<file path="src/rtl/treino_pkg.sv">
// rtl/treino_pkg.sv - shared types, FP16 constants and helpers for the training sequencer
//
// Purpose : state encoding of the training FSM and the FP16 equality rule
//           used when checking datapath outputs against desired outputs.
// Contents: estado_t, FP16_ZERO, FP16_NZERO, FP16_UM, fp16_igual().
package treino_pkg;

    typedef enum logic [2:0] {
        IDLE  = 3'd0,
        RUN   = 3'd1,
        WAIT  = 3'd2,
        CHECK = 3'd3,
        FIM   = 3'd4
    } estado_t;

    localparam logic [15:0] FP16_ZERO  = 16'h0000;
    localparam logic [15:0] FP16_NZERO = 16'h8000;
    localparam logic [15:0] FP16_UM    = 16'h3C00;

    // Bit-equal words match; +0 and -0 also match each other.
    function automatic logic fp16_igual(input logic [15:0] a, input logic [15:0] b);
        return (a == b) || ((a == FP16_ZERO || a == FP16_NZERO) &&
                            (b == FP16_ZERO || b == FP16_NZERO));
    endfunction

endpackage

</file>
<file path="src/rtl/comparador_amostras.sv">
// rtl/comparador_amostras.sv - combinational mismatch counter over one epoch of samples
//
// Purpose : compares each captured datapath output with its desired output
//           using the FP16 equality rule and returns how many differ.
// Ports   : resultado_i  N_AMOSTRAS x TAM captured outputs
//           desejado_i   N_AMOSTRAS x TAM desired outputs
//           n_erros_o    number of mismatching samples
module comparador_amostras
    import treino_pkg::*;
#(
    parameter  int TAM        = 16,
    parameter  int N_AMOSTRAS = 4,
    localparam int RW         = $clog2(N_AMOSTRAS + 1)
) (
    input  logic [N_AMOSTRAS*TAM-1:0] resultado_i,
    input  logic [N_AMOSTRAS*TAM-1:0] desejado_i,
    output logic [RW-1:0]             n_erros_o
);

    always_comb begin
        n_erros_o = '0;
        for (int i = 0; i < N_AMOSTRAS; i++) begin
            if (!fp16_igual(resultado_i[i*TAM +: TAM], desejado_i[i*TAM +: TAM])) begin
                n_erros_o = n_erros_o + RW'(1);
            end
        end
    end

endmodule

</file>
<file path="src/rtl/treino_ctrl.sv">
// rtl/treino_ctrl.sv - perceptron training sequencer driving the epoch datapath
//
// Purpose : loads initial weights, launches one epoch at a time, checks the
//           outputs against the desired outputs and stops on convergence or
//           after MAX_EPOCAS epochs. Optional WAIT watchdog under the macro
//           TREINO_TIMEOUT_EN.
// Ports   : clk, reset (async, active-high)
//           start, w0_init..w2_init, d               harness side inputs
//           epoca_start / epoca_done, epoca_result,
//           epoca_w0..epoca_w2, w0..w2                datapath handshake and weights
//           busy, done, convergiu, epocas, erros, timeout   status (all registered)
module treino_ctrl
    import treino_pkg::*;
#(
    parameter  int TAM            = 16,
    parameter  int N_AMOSTRAS     = 4,
    parameter  int MAX_EPOCAS     = 32,
    parameter  int TIMEOUT_CICLOS = 64,
    localparam int EW             = $clog2(MAX_EPOCAS + 1),
    localparam int RW             = $clog2(N_AMOSTRAS + 1)
) (
    input  logic                      clk,
    input  logic                      reset,
    input  logic                      start,
    input  logic [TAM-1:0]            w0_init,
    input  logic [TAM-1:0]            w1_init,
    input  logic [TAM-1:0]            w2_init,
    input  logic [N_AMOSTRAS*TAM-1:0] d,
    output logic                      epoca_start,
    input  logic                      epoca_done,
    input  logic [N_AMOSTRAS*TAM-1:0] epoca_result,
    input  logic [TAM-1:0]            epoca_w0,
    input  logic [TAM-1:0]            epoca_w1,
    input  logic [TAM-1:0]            epoca_w2,
    output logic [TAM-1:0]            w0,
    output logic [TAM-1:0]            w1,
    output logic [TAM-1:0]            w2,
    output logic                      busy,
    output logic                      done,
    output logic                      convergiu,
    output logic [EW-1:0]             epocas,
    output logic [RW-1:0]             erros,
    output logic                      timeout
);

    estado_t state_q, state_d;

    logic epoca_start_q, epoca_start_d;
    logic busy_q, busy_d;
    logic done_q, done_d;

    logic [TAM-1:0]            w0_q, w1_q, w2_q;
    logic [N_AMOSTRAS*TAM-1:0] resultado_q;
    logic [EW-1:0]             epocas_q;
    logic [RW-1:0]             erros_q;
    logic                      convergiu_q;
    logic [RW-1:0]             n_erros;
    logic                      wd_expirou;

    comparador_amostras #(
        .TAM        (TAM),
        .N_AMOSTRAS (N_AMOSTRAS)
    ) u_comparador (
        .resultado_i (resultado_q),
        .desejado_i  (d),
        .n_erros_o   (n_erros)
    );

`ifdef TREINO_TIMEOUT_EN
    localparam int CW = $clog2(TIMEOUT_CICLOS + 1);
    logic [CW-1:0] wd_cnt_q;
    logic          timeout_q;

    // Counter restarts while in RUN, so it reads 0 in the first WAIT cycle.
    assign wd_expirou = (state_q == WAIT) && !epoca_done &&
                        (wd_cnt_q == CW'(TIMEOUT_CICLOS - 1));

    always_ff @(posedge clk or posedge reset) begin
        if (reset) begin
            wd_cnt_q  <= '0;
            timeout_q <= 1'b0;
        end else begin
            if (state_q == WAIT) begin
                wd_cnt_q <= wd_cnt_q + CW'(1);
            end else begin
                wd_cnt_q <= '0;
            end
            if (state_q == IDLE && start) begin
                timeout_q <= 1'b0;
            end else if (wd_expirou) begin
                timeout_q <= 1'b1;
            end
        end
    end

    assign timeout = timeout_q;
`else
    logic unused_cfg;
    assign unused_cfg = (TIMEOUT_CICLOS > 0);
    assign wd_expirou = 1'b0;
    assign timeout    = 1'b0;
`endif

    // State register plus registered Moore outputs.
    always_ff @(posedge clk or posedge reset) begin
        if (reset) begin
            state_q       <= IDLE;
            epoca_start_q <= 1'b0;
            busy_q        <= 1'b0;
            done_q        <= 1'b0;
        end else begin
            state_q       <= state_d;
            epoca_start_q <= epoca_start_d;
            busy_q        <= busy_d;
            done_q        <= done_d;
        end
    end

    always_comb begin
        state_d = state_q;
        case (state_q)
            IDLE:  if (start) state_d = RUN;
            RUN:   state_d = WAIT;
            WAIT: begin
                if (epoca_done) begin
                    state_d = CHECK;
                end else if (wd_expirou) begin
                    state_d = FIM;
                end
            end
            CHECK: begin
                if (n_erros == '0 || epocas_q == EW'(MAX_EPOCAS)) begin
                    state_d = FIM;
                end else begin
                    state_d = RUN;
                end
            end
            FIM:     state_d = IDLE;
            default: state_d = IDLE;
        endcase
    end

    // Outputs are decoded from the next state so they line up with it once registered.
    always_comb begin
        epoca_start_d = (state_d == RUN);
        busy_d        = (state_d != IDLE);
        done_d        = (state_d == FIM);
    end

    always_ff @(posedge clk or posedge reset) begin
        if (reset) begin
            w0_q        <= '0;
            w1_q        <= '0;
            w2_q        <= '0;
            resultado_q <= '0;
            epocas_q    <= '0;
            erros_q     <= '0;
            convergiu_q <= 1'b0;
        end else begin
            case (state_q)
                IDLE: begin
                    if (start) begin
                        w0_q        <= w0_init;
                        w1_q        <= w1_init;
                        w2_q        <= w2_init;
                        epocas_q    <= '0;
                        erros_q     <= '0;
                        convergiu_q <= 1'b0;
                    end
                end
                WAIT: begin
                    if (epoca_done) begin
                        w0_q        <= epoca_w0;
                        w1_q        <= epoca_w1;
                        w2_q        <= epoca_w2;
                        resultado_q <= epoca_result;
                        epocas_q    <= epocas_q + EW'(1);
                    end
                end
                CHECK: begin
                    erros_q     <= n_erros;
                    convergiu_q <= (n_erros == '0);
                end
                default: ;
            endcase
        end
    end

    assign epoca_start = epoca_start_q;
    assign busy        = busy_q;
    assign done        = done_q;
    assign w0          = w0_q;
    assign w1          = w1_q;
    assign w2          = w2_q;
    assign epocas      = epocas_q;
    assign erros       = erros_q;
    assign convergiu   = convergiu_q;

endmodule

</file>
<file path="config.mk">
export PLATFORM = sky130hd
export DESIGN_NAME = treino_ctrl
export DESIGN_NICKNAME = d
export VERILOG_FILES = /design/src/rtl/treino_pkg.sv /design/src/rtl/comparador_amostras.sv /design/src/rtl/treino_ctrl.sv
export SDC_FILE = /design/constraint.sdc
export NUM_CORES = 1
export LEC_CHECK = 0
export BUFFER_PORTS_ARGS = -buffer_cell sky130_fd_sc_hd__buf_4
export CAP_MARGIN = 20
export CORE_MARGIN = 3
export CORE_UTILIZATION = 52
export CTS_CLUSTER_DIAMETER = 80
export DETAILED_ROUTE_END_ITERATION = 8
export PLACE_DENSITY = 0.88
export SYNTH_ARGS = -nofsm -noshare
export SYNTH_HDL_FRONTEND = slang
export SYNTH_HIERARCHICAL = 1
export SYNTH_SLANG_ARGS = --single-unit
export TNS_END_PERCENT = 20
</file>
<file path="constraint.sdc">
create_clock -name clk -period 9.3 [get_ports clk]
set_input_delay 2.325 -clock clk [delete_from_list [all_inputs] [get_ports clk]]
set_output_delay 2.325 -clock clk [all_outputs]
set_load 0.05 [all_outputs]
</file>
; Word level (Yosys, flattened, before mapping)
; Cells that the tools add are included.
[op_classes]
addsub = 4
n_eq_ne = 20
muxes = 24
reduce_logical = 33
[op_table]
columns = op, n
row1 = "equality test 16 bit, second input constant", 8
row2 = logical NOT 16 bit, 8
row3 = two-way mux 16 bit, 6
row4 = one-hot mux 16 bit (2 select lines), 3
row5 = equality test 16 bit, 4
row6 = two-way mux 3 bit, 7
row7 = logical OR 1 bit, 13
row8 = two-way mux 6 bit, 2
row9 = one-hot mux 3 bit (4 select lines), 1
row10 = one-hot mux 6 bit (2 select lines), 1
row11 = "adder 3 x 1 -> 3 bit, second input constant", 2
row12 = "adder 6 x 1 -> 6 bit, second input constant", 1
row13 = "equality test 3 x 1 -> 1 bit, second input constant", 2
row14 = "equality test 3 x 2 -> 1 bit, second input constant", 2
row15 = "equality test 6 bit, second input constant", 1
row16 = logical NOT 3 bit, 2
row17 = one-hot mux 3 bit (2 select lines), 1
row18 = logical AND 1 bit, 4
row19 = "inequality test 2 bit, second input constant", 2
row20 = AND reduction 2 bit, 2
row21 = nonzero test 2 bit, 2
row22 = "equality test 3 bit, second input constant", 1
row23 = AND reduction 3 bit, 1
row24 = nonzero test 3 bit, 1
row25 = 3 further kinds, 4
[totals]
register_bits = 128
in_bits = 228
out_inout_bits = 62
wordCells = 92

; Longest topological paths before layout
; Gate-level depths: netlist (run 1).
[depth]
word_depth = 16
ltp_mapped = 14
depth_no_buf = 14

; Modules after synthesis
; The synthesis (run 1) kept the hierarchy.
[modules_own_cells]
columns = mod, n_inst, cells_per_inst, area_each_um2, seq_area_each_um2
row1 = treino_ctrl, 1, 368, 5575.3, 3203.1
row2 = comparador_amostras, 1, 156, 1158.6, 0.0

; Worst setup path before layout (run 1)
; No wires, ideal clock.
[synth_timing]
path_type = in2reg
start = input d[21]
end = register state_q[0]
t_arrival_ns = 4.411
t_required_ns = 9.164
path_slack_ns = 4.753
cell_stages = 13
n_path_buf = 0
cell_sequence = xor2_1 -> nor4_1 -> a41o_1 -> inv_1 -> ha_1 -> inv_1 -> xnor2_1 -> ha_1 -> nand3_1 -> o31ai_1 -> o311a_1 -> o41ai_1 -> a21oi_1
[synth_via]
elab_chain_len = 13
[synth_rtl]
columns = item, line_no
row1 = "start, declared", treino_ctrl.sv:28  ; input logic [N_AMOSTRAS*TAM-1:0] d,
row2 = equality test 16 bit / logical NOT 16 bit (equally long branches), treino_pkg.sv:23  ; (b == FP16_ZERO || b == FP16_NZERO));
row3 = logical OR 1 bit, treino_pkg.sv:23
row4 = logical AND 1 bit, treino_pkg.sv:22  ; return (a == b) || ((a == FP16_ZERO || a == FP16_NZERO) &&
row5 = logical OR 1 bit *, treino_pkg.sv:22
row6 = two-way mux 3 bit *, comparador_amostras.sv:23  ; if (!fp16_igual(resultado_i[i*TAM +: TAM], desejado_i[i*TAM +: TAM])) begin
row7 = adder 3 x 1 -> 3 bit, comparador_amostras.sv:24  ; n_erros_o = n_erros_o + RW'(1);
row8 = two-way mux 3 bit *, comparador_amostras.sv:23
row9 = adder 3 x 1 -> 3 bit, comparador_amostras.sv:24
row10 = two-way mux 3 bit *, comparador_amostras.sv:23
row11 = net n_erros[1], treino_ctrl.sv:57  ; logic [RW-1:0] n_erros;
row12 = logical NOT 3 bit *, treino_ctrl.sv:132  ; if (n_erros == '0 || epocas_q == EW'(MAX_EPOCAS)) begin
row13 = logical OR 1 bit *, treino_ctrl.sv:132
row14 = two-way mux 3 bit *, treino_ctrl.sv:132
row15 = one-hot mux 3 bit (4 select lines) *, treino_ctrl.sv:121  ; case (state_q)
row16 = net state_d[0], treino_ctrl.sv:46  ; estado_t state_q, state_d;
row17 = "end signal, assigned", treino_ctrl.sv:112  ; state_q <= state_d;
row18 = "end, declared", treino_ctrl.sv:46
; The timed path passes the listed nets; every way through them passes the cells marked *.
; A chain may end at the register's enable or synchronous reset.

; Worst setup path in the final report (run 1)
[layout_timing]
start = input d[19]
end = register epoca_start_q, in the netlist epoca_start
[layout_via]
elab_chain_len = 14
[layout_rtl]
columns = item, line_no
row1 = equality test 16 bit / logical NOT 16 bit (equally long branches), treino_pkg.sv:23
row2 = logical OR 1 bit, treino_pkg.sv:23
row3 = logical AND 1 bit, treino_pkg.sv:22
row4 = logical OR 1 bit *, treino_pkg.sv:22
row5 = two-way mux 3 bit *, comparador_amostras.sv:23
row6 = adder 3 x 1 -> 3 bit, comparador_amostras.sv:24
row7 = two-way mux 3 bit *, comparador_amostras.sv:23
row8 = adder 3 x 1 -> 3 bit, comparador_amostras.sv:24
row9 = two-way mux 3 bit *, comparador_amostras.sv:23
row10 = net n_erros[1], treino_ctrl.sv:57
row11 = logical NOT 3 bit *, treino_ctrl.sv:132
row12 = logical OR 1 bit *, treino_ctrl.sv:132
row13 = two-way mux 3 bit *, treino_ctrl.sv:132
row14 = one-hot mux 3 bit (4 select lines) *, treino_ctrl.sv:121
row15 = equality test 3 x 1 -> 1 bit *, treino_ctrl.sv:145  ; epoca_start_d = (state_d == RUN);
row16 = net epoca_start_d, treino_ctrl.sv:48  ; logic epoca_start_q, epoca_start_d;
row17 = "end signal, assigned", treino_ctrl.sv:113  ; epoca_start_q <= epoca_start_d;
row18 = "end, declared", treino_ctrl.sv:48
; Marks and branches as above.

==> impl_metrics.csv, run 1 <==
group,metric,value,unit
power_and_ir_drop,vdd_drop_max,245,uV
clocking,cts_sinks,128,
final_layout,filler_cell_count,827,
clocking,cts.clk_slew.worst_paths,0.05,ns
detailed_routing,wire_per_inst,19.3,um
detailed_routing,num_vias,5455,
sta,tightest_slew,0.975,ns
yosys,syn_nets,757,
critical_path,r2r_start,"resultado_q[16]",
placement,dp_worst_setup_slack,4.16,ns
sta,holdWs,0.503,ns
sta,slew_headroom,35.0,%
clocking,cts_htree_levels,4,
clocking,cts_tree,"built",
clocking,clockRootBuffer,"clkbuf_16",
yosys,syn_inst,524,
floorplan,die_area,14400,um2
floorplan,num_io_pins,290,
placement,numPortBuffers,288,
worst_hold_path,hp-start,"w0[5]",
worst_hold_path,holdPathEnd,"w0[5]",
detailed_routing,drc,0,
run,maxCapViolCount,0,
yosys,syn_area,6730,um2
worst_hold_path,min_path_type,"reg2reg",
clocking,clock_latency,0.41,ns
final_layout,mostFrequentLayoutCell,"buf_4",
sta,fin_crit_sh,51.6,%
floorplan,core,12300,um2
detailed_routing,ant_nets,0,
yosys,ys_seq_area_share,47.6,%
critical_path,crit_path_start_kind,"input port",
floorplan,fp-row-count,40,
yosys,yosys-top-cells-area,"dfrtp_1 (48%), mux2_2 (22%), xor2_1 (6.2%), nor4_1 (3.5%), mux2_1 (3.3%)",
sta,maxSlewViolCount,0,
detailed_routing,vias_per_cell,5.48,
critical_path,crit_type,"in2reg",
sta,setup_tns,0,ns
sta,fmax,209,MHz
clocking,cts_hold_buffers,0,
grt,grt_start_max_net_pins,79,
grt,grt_pass1_vias,6074,
yosys,synth_ff_type,"dfrtp_1",
final_layout,layout_common_cells,"buf_4 (292), mux2_2 (131), dfrtp_1 (128), xor2_1 (48), nor4_1 (38)",
floorplan,start_util,54.7,%
final_layout,area_growth,42.1,%
yosys,synth_edf_count,0,
floorplan,die_height,120,um
sta,setup_viol,0,
sta,fin_skew,0.0119,ns
grt,antenna_found_initial,1,
grt,grt_overflow,0,
power_and_ir_drop,power_density,341,nW/um2
yosys,yosys_warnings,6,
sta,rsz0062_at_grt,"no",
detailed_routing,routed_wl,19.2,mm
placement,dp_hpwl,14.9,mm
clocking,cts_max_path_buffers,2,
grt,grt_pass1_wl,30.7,mm
detailed_routing,drtPass1Iterations,4,
placement,place_congestion,0.874,
run_status,status,"completed",
sta,final_hold_viol_count,0,
yosys,synth_top_area_share,47.6,%
critical_path,critPathLaunch,"d[19]",
critical_path,r2r_slack,6.13,ns
critical_path,cp-end-kind,"flip-flop",
yosys,synthDistinctLibCells,51,
clocking,numCtsBuffers,17,
critical_path,rr_endpoint,"epoca_start",
yosys,async_reset_ff_share,100,%
clocking,post_cts_resize_count,0,
power_and_ir_drop,leakagePower,4.37,nW
yosys,ys_ff_latch,128,
yosys,syn_avg_cell_area,12.9,um2
yosys,synth_top_area_cell,"dfrtp_1",
grt,grtUsageTotal,27.4,%
critical_path,cp_max_fo,4,
critical_path,required,9.56,ns
sta,setup_slack,4.50,ns
critical_path,crit_arrival,5.06,ns
sta,min_period,4.80,ns
final_layout,drive_gt1_share,57.1,%
final_layout,fin_util,77.7,%
floorplan,die_w,120,um
final_layout,fin_nets,1046,
critical_path,ff2ff_path_depth,14,
worst_hold_path,hold_depth,1,
clocking,post_cts_buffers,0,
detailed_routing,drt_iter0_drc,344,
[state kept, by name (all words and copies together) (netlist names)]
name and count:
done 1, convergiu 1, w0 16, erros 3, w1 16, w2 16
epoca_start 1, resultado_q 64, state_q 3, busy 1, epocas 6
[metrics by stage]
stage	area [um2]	std cells	total power, mW
after global routing	9570	995	3.43
after CTS	9570	994	3.28
after floorplan	6730	524	2.18
after global placement	9010	962	2.58
after detailed placement	9010	962	2.64
final	9570	995	3.26
[cell usage after synthesis, types with 9 or more instances]
cell type  instances
mux2_1            20
mux2_2           131
nor4_1            38
inv_1              9
nand4_1           12
mux2_4             9
dfrtp_1          128
xnor2_1           19
xor2_1            48
nor2_1            18
buf_2             12
[worst max-delay path by stage]
stage	slack, ns	to
global placement	4.37	state_q[0]
CTS	4.57	epoca_start
detailed placement	4.16	epoca_start
floorplan	3.56	busy
global route	4.21	epoca_start
finish	4.50	epoca_start
[layer usage]
layer  routed length [um]  GRT usage [%]  vias to the layer above
li1                     -              -                     2516
met1                 6770           29.5                     2637
met2                10200           48.0                      260
met3                 1620           9.43                       42
met4                  676           13.1                        0
met5                    0              0                        -
[where the power goes]
part	leakage, nW	total (mW)	switching [mW]	internal [mW]
clock	0.278	0.618	0.224	0.393
sequential	1.52	1.07	0.234	0.837
combinational	2.58	1.57	0.874	0.699
total	4.37	3.26	1.33	1.93
[kinds of logic after synthesis]
| kind of cell | Yosys count | synth area share [%] |
|---|---|---|
| compound gates | 32 | 3.73 |
| xor+xnor | 67 | 8.71 |
| fa+ha+maj | 5 | 0.929 |
| buf+inv | 31 | 2.56 |
| flops | 128 | 47.6 |
| mux | 163 | 27.7 |
| other cells | 1 | 0.0557 |
| simple gates | 97 | 8.73 |
[cell type report]
class,instances,area (um2),share of cell area [%]
Clock inverter,6,55.1,0.575
Clock buffer,26,499,5.22
Inverter,9,36.3,0.379
Multi-Input combinational cell,365,3370,35.2
Timing Repair Buffer,292,2190,22.9
Sequential cell,128,3200,33.5
Antenna cell,1,2.50,0.0262
Tap cell,168,210,2.20
[critical path: stages]
cell and delay (ns):
buf_4 0.12, nor4_1 0.32, nand4_1 0.15, nor2_1 0.14, a41o_1 0.19, inv_1 0.08
ha_1 0.35, inv_1 0.10, xnor2_1 0.20, ha_1 0.26, nand3_1 0.07, o31ai_1 0.12
o311a_1 0.39, o41ai_1 0.11, a21oi_1 0.13
Power figures use the tool's default switching activity.
==> run 2, diff against run 1 <==
--- a/config.mk
+++ b/config.mk
@@ -8,10 +8,10 @@
 export BUFFER_PORTS_ARGS = -buffer_cell sky130_fd_sc_hd__buf_4
 export CAP_MARGIN = 20
 export CORE_MARGIN = 3
-export CORE_UTILIZATION = 52
+export CORE_UTILIZATION = 48
 export CTS_CLUSTER_DIAMETER = 80
 export DETAILED_ROUTE_END_ITERATION = 8
-export PLACE_DENSITY = 0.88
+export PLACE_DENSITY = 0.83
 export SYNTH_ARGS = -nofsm -noshare
 export SYNTH_HDL_FRONTEND = slang
 export SYNTH_HIERARCHICAL = 1
==> constraint.sdc (replaced) <==
create_clock -name clk -period 4.45 [get_ports clk]
set_input_delay 1.1125 -clock clk [delete_from_list [all_inputs] [get_ports clk]]
set_output_delay 1.1125 -clock clk [all_outputs]
set_load 0.05 [all_outputs]
==> impl_metrics.csv, run 2 (same netlist as run 1, synthesis figures left out) <==
group,metric,value,unit
floorplan,num_io_pins,290,
detailed_routing,routed_wl,18.7,mm
grt,grt_overflow,0,
sta,fmax,283,MHz
clocking,numCtsBuffers,17,
clocking,clockRootBuffer,"clkbuf_16",
critical_path,r2r_start,"resultado_q[24]",
final_layout,multi_input_area,3370,um2
detailed_routing,ant_nets,0,
run,maxCapViolCount,0,
sta,min_period,3.53,ns
final_layout,fin_cells,1003,
critical_path,r2r_slack,1.32,ns
clocking,cts_htree_levels,4,
critical_path,ff2ff_path_depth,14,
power_and_ir_drop,p_int,4.29,mW
detailed_routing,wire_per_inst,18.6,um
power_and_ir_drop,switching_share,39.5,%
critical_path,cp-end-kind,"flip-flop",
grt,groute.layer.met1.usage,25.3,%
grt,grt.met2_usage,42.6,%
floorplan,die_w,124,um
detailed_routing,drt_iter0_drc,207,
final_layout,drive_gt1_share,57.7,%
grt,met3_usage,8.53,%
placement,dpl-instance-area,9050,um2
final_layout,fin_util,72.0,%
final_layout,mostFrequentLayoutCell,"buf_4",
final_layout,area_growth,44.4,%
detailed_routing,drtPass1Iterations,4,
critical_path,required,4.71,ns
critical_path,rr_endpoint,"epoca_start",
critical_path,crit_path_start_kind,"input port",
sta,final_hold_viol_count,0,
sta,slew_headroom,31.2,%
clocking,cts_hold_buffers,0,
sta,rsz0062_at_grt,"no",
run_status,status,"completed",
final_layout,fin_nets,1047,
clocking,cts_max_path_buffers,2,
final_layout,filler_cell_count,909,
detailed_routing,vias_per_cell,5.43,
clocking,cts.clk_slew.worst_paths,0.06,ns
placement,place_congestion,0.969,
floorplan,die_area,15500,um2
final_layout,final_cell_area,9720,um2
grt,grt-busiest-layer,"met2",
grt,grt_start_max_net_pins,129,
sta,setup_tns,0,ns
power_and_ir_drop,leakagePower,4.43,nW
clocking,post_cts_resize_count,0,
floorplan,start_util,49.9,%
grt,grt_pass1_wl,29.9,mm
power_and_ir_drop,power_density,728,nW/um2
sta,fin_skew,0.00711,ns
worst_hold_path,hp-start,"w0[8]",
placement,dp_hpwl,14.5,mm
floorplan,fp-row-count,42,
power_and_ir_drop,pwr-share-comb,46.3,%
grt,antenna_found_initial,0,
final_layout,seqCellArea,3200,um2
clocking,cts_tree,"built",
worst_hold_path,min_path_type,"reg2reg",
critical_path,worstPathCellList,"buf_4 -> nor4_1 -> nand4_1 -> nor2_1 -> a41o_1 -> inv_1 -> ha_1 -> inv_1 -> xnor2_1 -> ha_1 -> nand3_1 -> o31ai_1 -> o311a_1 -> o41ai_1 -> a21oi_1",
sta,tightest_slew,1.03,ns
worst_hold_path,holdPathEnd,"w0[8]",
final_layout,diodes,0,
final_layout,largest_reg_flops,64,
clocking,clock_latency,0.41,ns
placement,dp_cells,971,
final_layout,layout_common_cells,"buf_4 (292), mux2_2 (131), dfrtp_1 (128), xor2_1 (48), nor4_1 (38)",
detailed_routing,drc,0,
power_and_ir_drop,p_switching,2.79,mW
critical_path,crit_arrival,3.79,ns
final_layout,largest_register,"resultado_q",
floorplan,die_height,124,um
clocking,cts_sinks,128,
power_and_ir_drop,vdd_drop_max,572,uV
floorplan,core,13500,um2
sta,maxSlewViolCount,0,
clocking,post_cts_buffers,0,
placement,numPortBuffers,288,
power_and_ir_drop,clkPwrFrac,22.0,%
worst_hold_path,hold_depth,1,
sta,setup_viol,0,
detailed_routing,num_vias,5443,
critical_path,crit_slowest_cell,"o311a_1",
critical_path,critPathMaxStageDelay,0.39,ns
grt,grtUsageTotal,24.0,%
critical_path,cp_max_fo,4,
sta,fin_crit_sh,79.3,%
power_and_ir_drop,seq_power_share,31.7,%
critical_path,crit_type,"in2reg",
grt,grt_pass1_vias,6026,
## run 2: changes by cell type in the layout (fill, tap and decap cells not counted), sizes merged
cell,previous run,this run
buf,292,293
bufinv,1,5
clkbuf,26,23
clkinv,5,3
clkinvlp,0,2
diode,1,0
inv,9,8
## run 2: power groups by stage
stage	Combinational, mW	Sequential [mW]	Clock (mW)
6_report	3.28	2.24	1.56
5_1_grt	3.48	2.32	1.64
4_1_cts	3.31	2.24	1.59
3_5_place_dp	3.30	2.25	0
3_3_place_gp	3.21	2.21	0
2_1_floorplan	1.52	3.03	0
## run 2: worst max-delay path by stage
stage / startpoint / to / slack (ns) / depth (start not counted)
final: d[24] / epoca_start / 0.92 / 15
after global routing: d[9] / convergiu / 0.79 / 13
after CTS: d[24] / epoca_start / 0.96 / 15
after detailed placement: d[24] / epoca_start / 0.60 / 15
after global placement: d[24] / state_q[0] / 0.74 / 15
after floorplan: d[21] / state_q[0] / 1.12 / 13
## run 2: layout make-up
cell class | count | share of cell area [%]
tap | 176 | 2.27
timing repair buffer | 293 | 22.8
sequential | 128 | 32.9
clock buffer | 23 | 5.12
multi-input combinational | 365 | 34.7
clock inverter | 9 | 1.81
inverter | 9 | 0.386
## run 2: critical path, delay by kind of cell
kind	cells	cell delay (ns)
AO/OA/AOI/OAI	5	0.90
AND/OR/NAND/NOR	4	0.74
adder cells (fa/ha/maj)	2	0.58
buffers and inverters	3	0.28
XOR/XNOR	1	0.17
## run 2: per-stage QoR
stage | power [mW] | worst slack [ns] | hold slack, ns
after detailed placement | 5.55 | 0.596 | 0.479
after floorplan | 4.55 | 1.12 | 0.479
after global routing | 7.44 | 0.787 | 0.526
after global placement | 5.42 | 0.739 | 0.471
final | 7.08 | 0.920 | 0.487
after CTS | 7.14 | 0.961 | 0.492
## run 2: metal layers
metal,share of wire (%),wire length (um)
met1,36,6700
met4,3.8,708
met2,53,9820
met3,7.8,1460
met5,0,0
==> run 3, diff against run 2 <==
==> constraint.sdc (replaced) <==
create_clock -name clk -period 3.4 [get_ports clk]
set_input_delay 0.85 -clock clk [delete_from_list [all_inputs] [get_ports clk]]
set_output_delay 0.85 -clock clk [all_outputs]
set_load 0.05 [all_outputs]
==> impl_metrics.csv, run 3 (same netlist as run 1, synthesis figures left out) <==
group,metric,value,unit
clocking,numCtsBuffers,17,
sta,setup_viol,0,
final_layout,area_growth,44.5,%
placement,dp_worst_setup_slack,-0.141,ns
critical_path,required,3.66,ns
detailed_routing,drt_iter0_drc,225,
clocking,cts_tree,"built",
final_layout,filler_cell_count,950,
detailed_routing,drc,0,
sta,final_hold_viol_count,0,
critical_path,crit_path_start_kind,"input port",
clocking,clockRootBuffer,"clkbuf_16",
final_layout,fin_util,72.0,%
final_layout,largest_register,"resultado_q",
critical_path,crit_arrival,3.38,ns
floorplan,die_height,124,um
run_status,status,"completed",
final_layout,largest_reg_flops,64,
power_and_ir_drop,clkPwrFrac,21.6,%
clocking,cts_htree_levels,4,
detailed_routing,num_vias,5427,
sta,maxSlewViolCount,0,
clocking,cts.clk_slew.worst_paths,0.05,ns
floorplan,num_io_pins,290,
floorplan,core,13500,um2
sta,setup_tns,0,ns
final_layout,layout_common_cells,"buf_4 (296), mux2_2 (131), dfrtp_1 (128), xor2_1 (48), nor4_1 (37)",
power_and_ir_drop,finalPower,9.22,mW
power_and_ir_drop,power_density,948,nW/um2
sta,slew_headroom,36.9,%
detailed_routing,drtPass1Iterations,4,
placement,numPortBuffers,288,
grt,antenna_found_initial,0,
sta,fmax,320,MHz
detailed_routing,wire_per_inst,18.5,um
placement,dpl-instance-area,9080,um2
clocking,clock_latency,0.41,ns
sta,tightest_slew,0.946,ns
grt,grt_start_max_net_pins,76,
floorplan,die_w,124,um
power_and_ir_drop,vdd_drop_max,706,uV
final_layout,diodes,0,
grt,grt_pass1_wl,30.4,mm
floorplan,fp-row-count,42,
clocking,cts_sinks,128,
detailed_routing,vias_per_cell,5.39,
critical_path,cp_max_fo,3,
critical_path,cp-end-kind,"flip-flop",
worst_hold_path,min_path_type,"reg2reg",
clocking,cts_max_path_buffers,2,
power_and_ir_drop,leakagePower,4.44,nW
grt,grt_pass1_vias,6106,
final_layout,fin_nets,1051,
critical_path,crit_type,"in2reg",
sta,fin_crit_sh,91.9,%
floorplan,die_area,15500,um2
final_layout,drive_gt1_share,57.9,%
clocking,post_cts_buffers,0,
power_and_ir_drop,seq_power_share,31.8,%
sta,setup_slack,0.275,ns
sta,min_period,3.13,ns
placement,place_congestion,0.970,
detailed_routing,ant_nets,0,
final_layout,final_cell_area,9730,um2
floorplan,start_util,49.9,%
power_and_ir_drop,p_int,5.56,mW
sta,fin_skew,0.00745,ns
detailed_routing,routed_wl,18.7,mm
power_and_ir_drop,p_switching,3.67,mW
sta,rsz0062_at_grt,"no",
grt,grtUsageTotal,24.3,%
final_layout,mostFrequentLayoutCell,"buf_4",
placement,dp_hpwl,14.6,mm
grt,grt_overflow,0,
power_and_ir_drop,switching_share,39.7,%
power_and_ir_drop,pwr-share-comb,46.7,%
run,maxCapViolCount,0,
-- run 3: layer usage --
metal	track usage, %	wire [um]	vias up	share of wire [%]
met5	0	0	-	0
met4	8.06	365	0	2.0
met3	7.93	1430	30	7.6
met2	43.5	9960	214	53
met1	27.2	6920	2664	37
li1	-	-	2519	-
-- run 3: power groups by stage --
stage               clock network, mW  registers [mW]  logic (mW)
floorplan                           0            3.97        1.99
global placement                    0            2.90        4.21
detailed placement                  0            2.94        4.32
CTS                              2.02            2.93        4.34
global route                     2.09            3.04        4.57
finish                           1.99            2.93        4.31
-- run 3: final cells by class --
type | instances | area, um2 | share of cell area [%]
clock buffer | 21 | 460 | 4.73
clock inverter | 11 | 185 | 1.90
inverter | 9 | 37.5 | 0.386
multi-input combinational | 365 | 3380 | 34.7
sequential | 128 | 3200 | 32.9
tap | 176 | 220 | 2.26
timing repair buffer | 297 | 2240 | 23.0
-- run 3: final timing paths --
| check | from | to | slack, ns | depth (start not counted) |
|---|---|---|---|---|
| setup / recovery | d[21] | epoca_start | 0.27 | 14 |
| hold / removal | w0[5] | w0[5] | 0.49 | 1 |
| setup reg to reg | resultado_q[21] | epoca_start | 0.39 | 13 |
| hold reg to reg | w0[5] | w0[5] | 0.49 | 1 |
| max in group asynchronous | reset | resultado_q[28] | 2.01 | 3 |
| min in group asynchronous | reset | w0[6] | 0.67 | 3 |
-- run 3: worst max-delay path, cell delays in order --
cell and delay [ns]:
buf_4 0.12, xor2_1 0.13, nor4_1 0.32, a41o_1 0.28, inv_1 0.07, ha_1 0.29
inv_1 0.08, xnor2_1 0.18, ha_1 0.26, nand3_1 0.07, o31ai_1 0.10, o311a_1 0.38
o41ai_1 0.12, a21oi_1 0.13
-- run 3: metrics by stage --
step,std cells,hold WS (ns)
after floorplan,524,0.479
after global placement,975,0.471
after detailed placement,975,0.486
after CTS,1007,0.499
after global routing,1007,0.522
final,1007,0.491
-- run 3: timing repair --
item / in CTS / in global routing
resized for setup: 0 / 1
setup endpoints to repair: 0 / 2
hold buffers: 0 / 0
hold endpoints to repair: 0 / 0
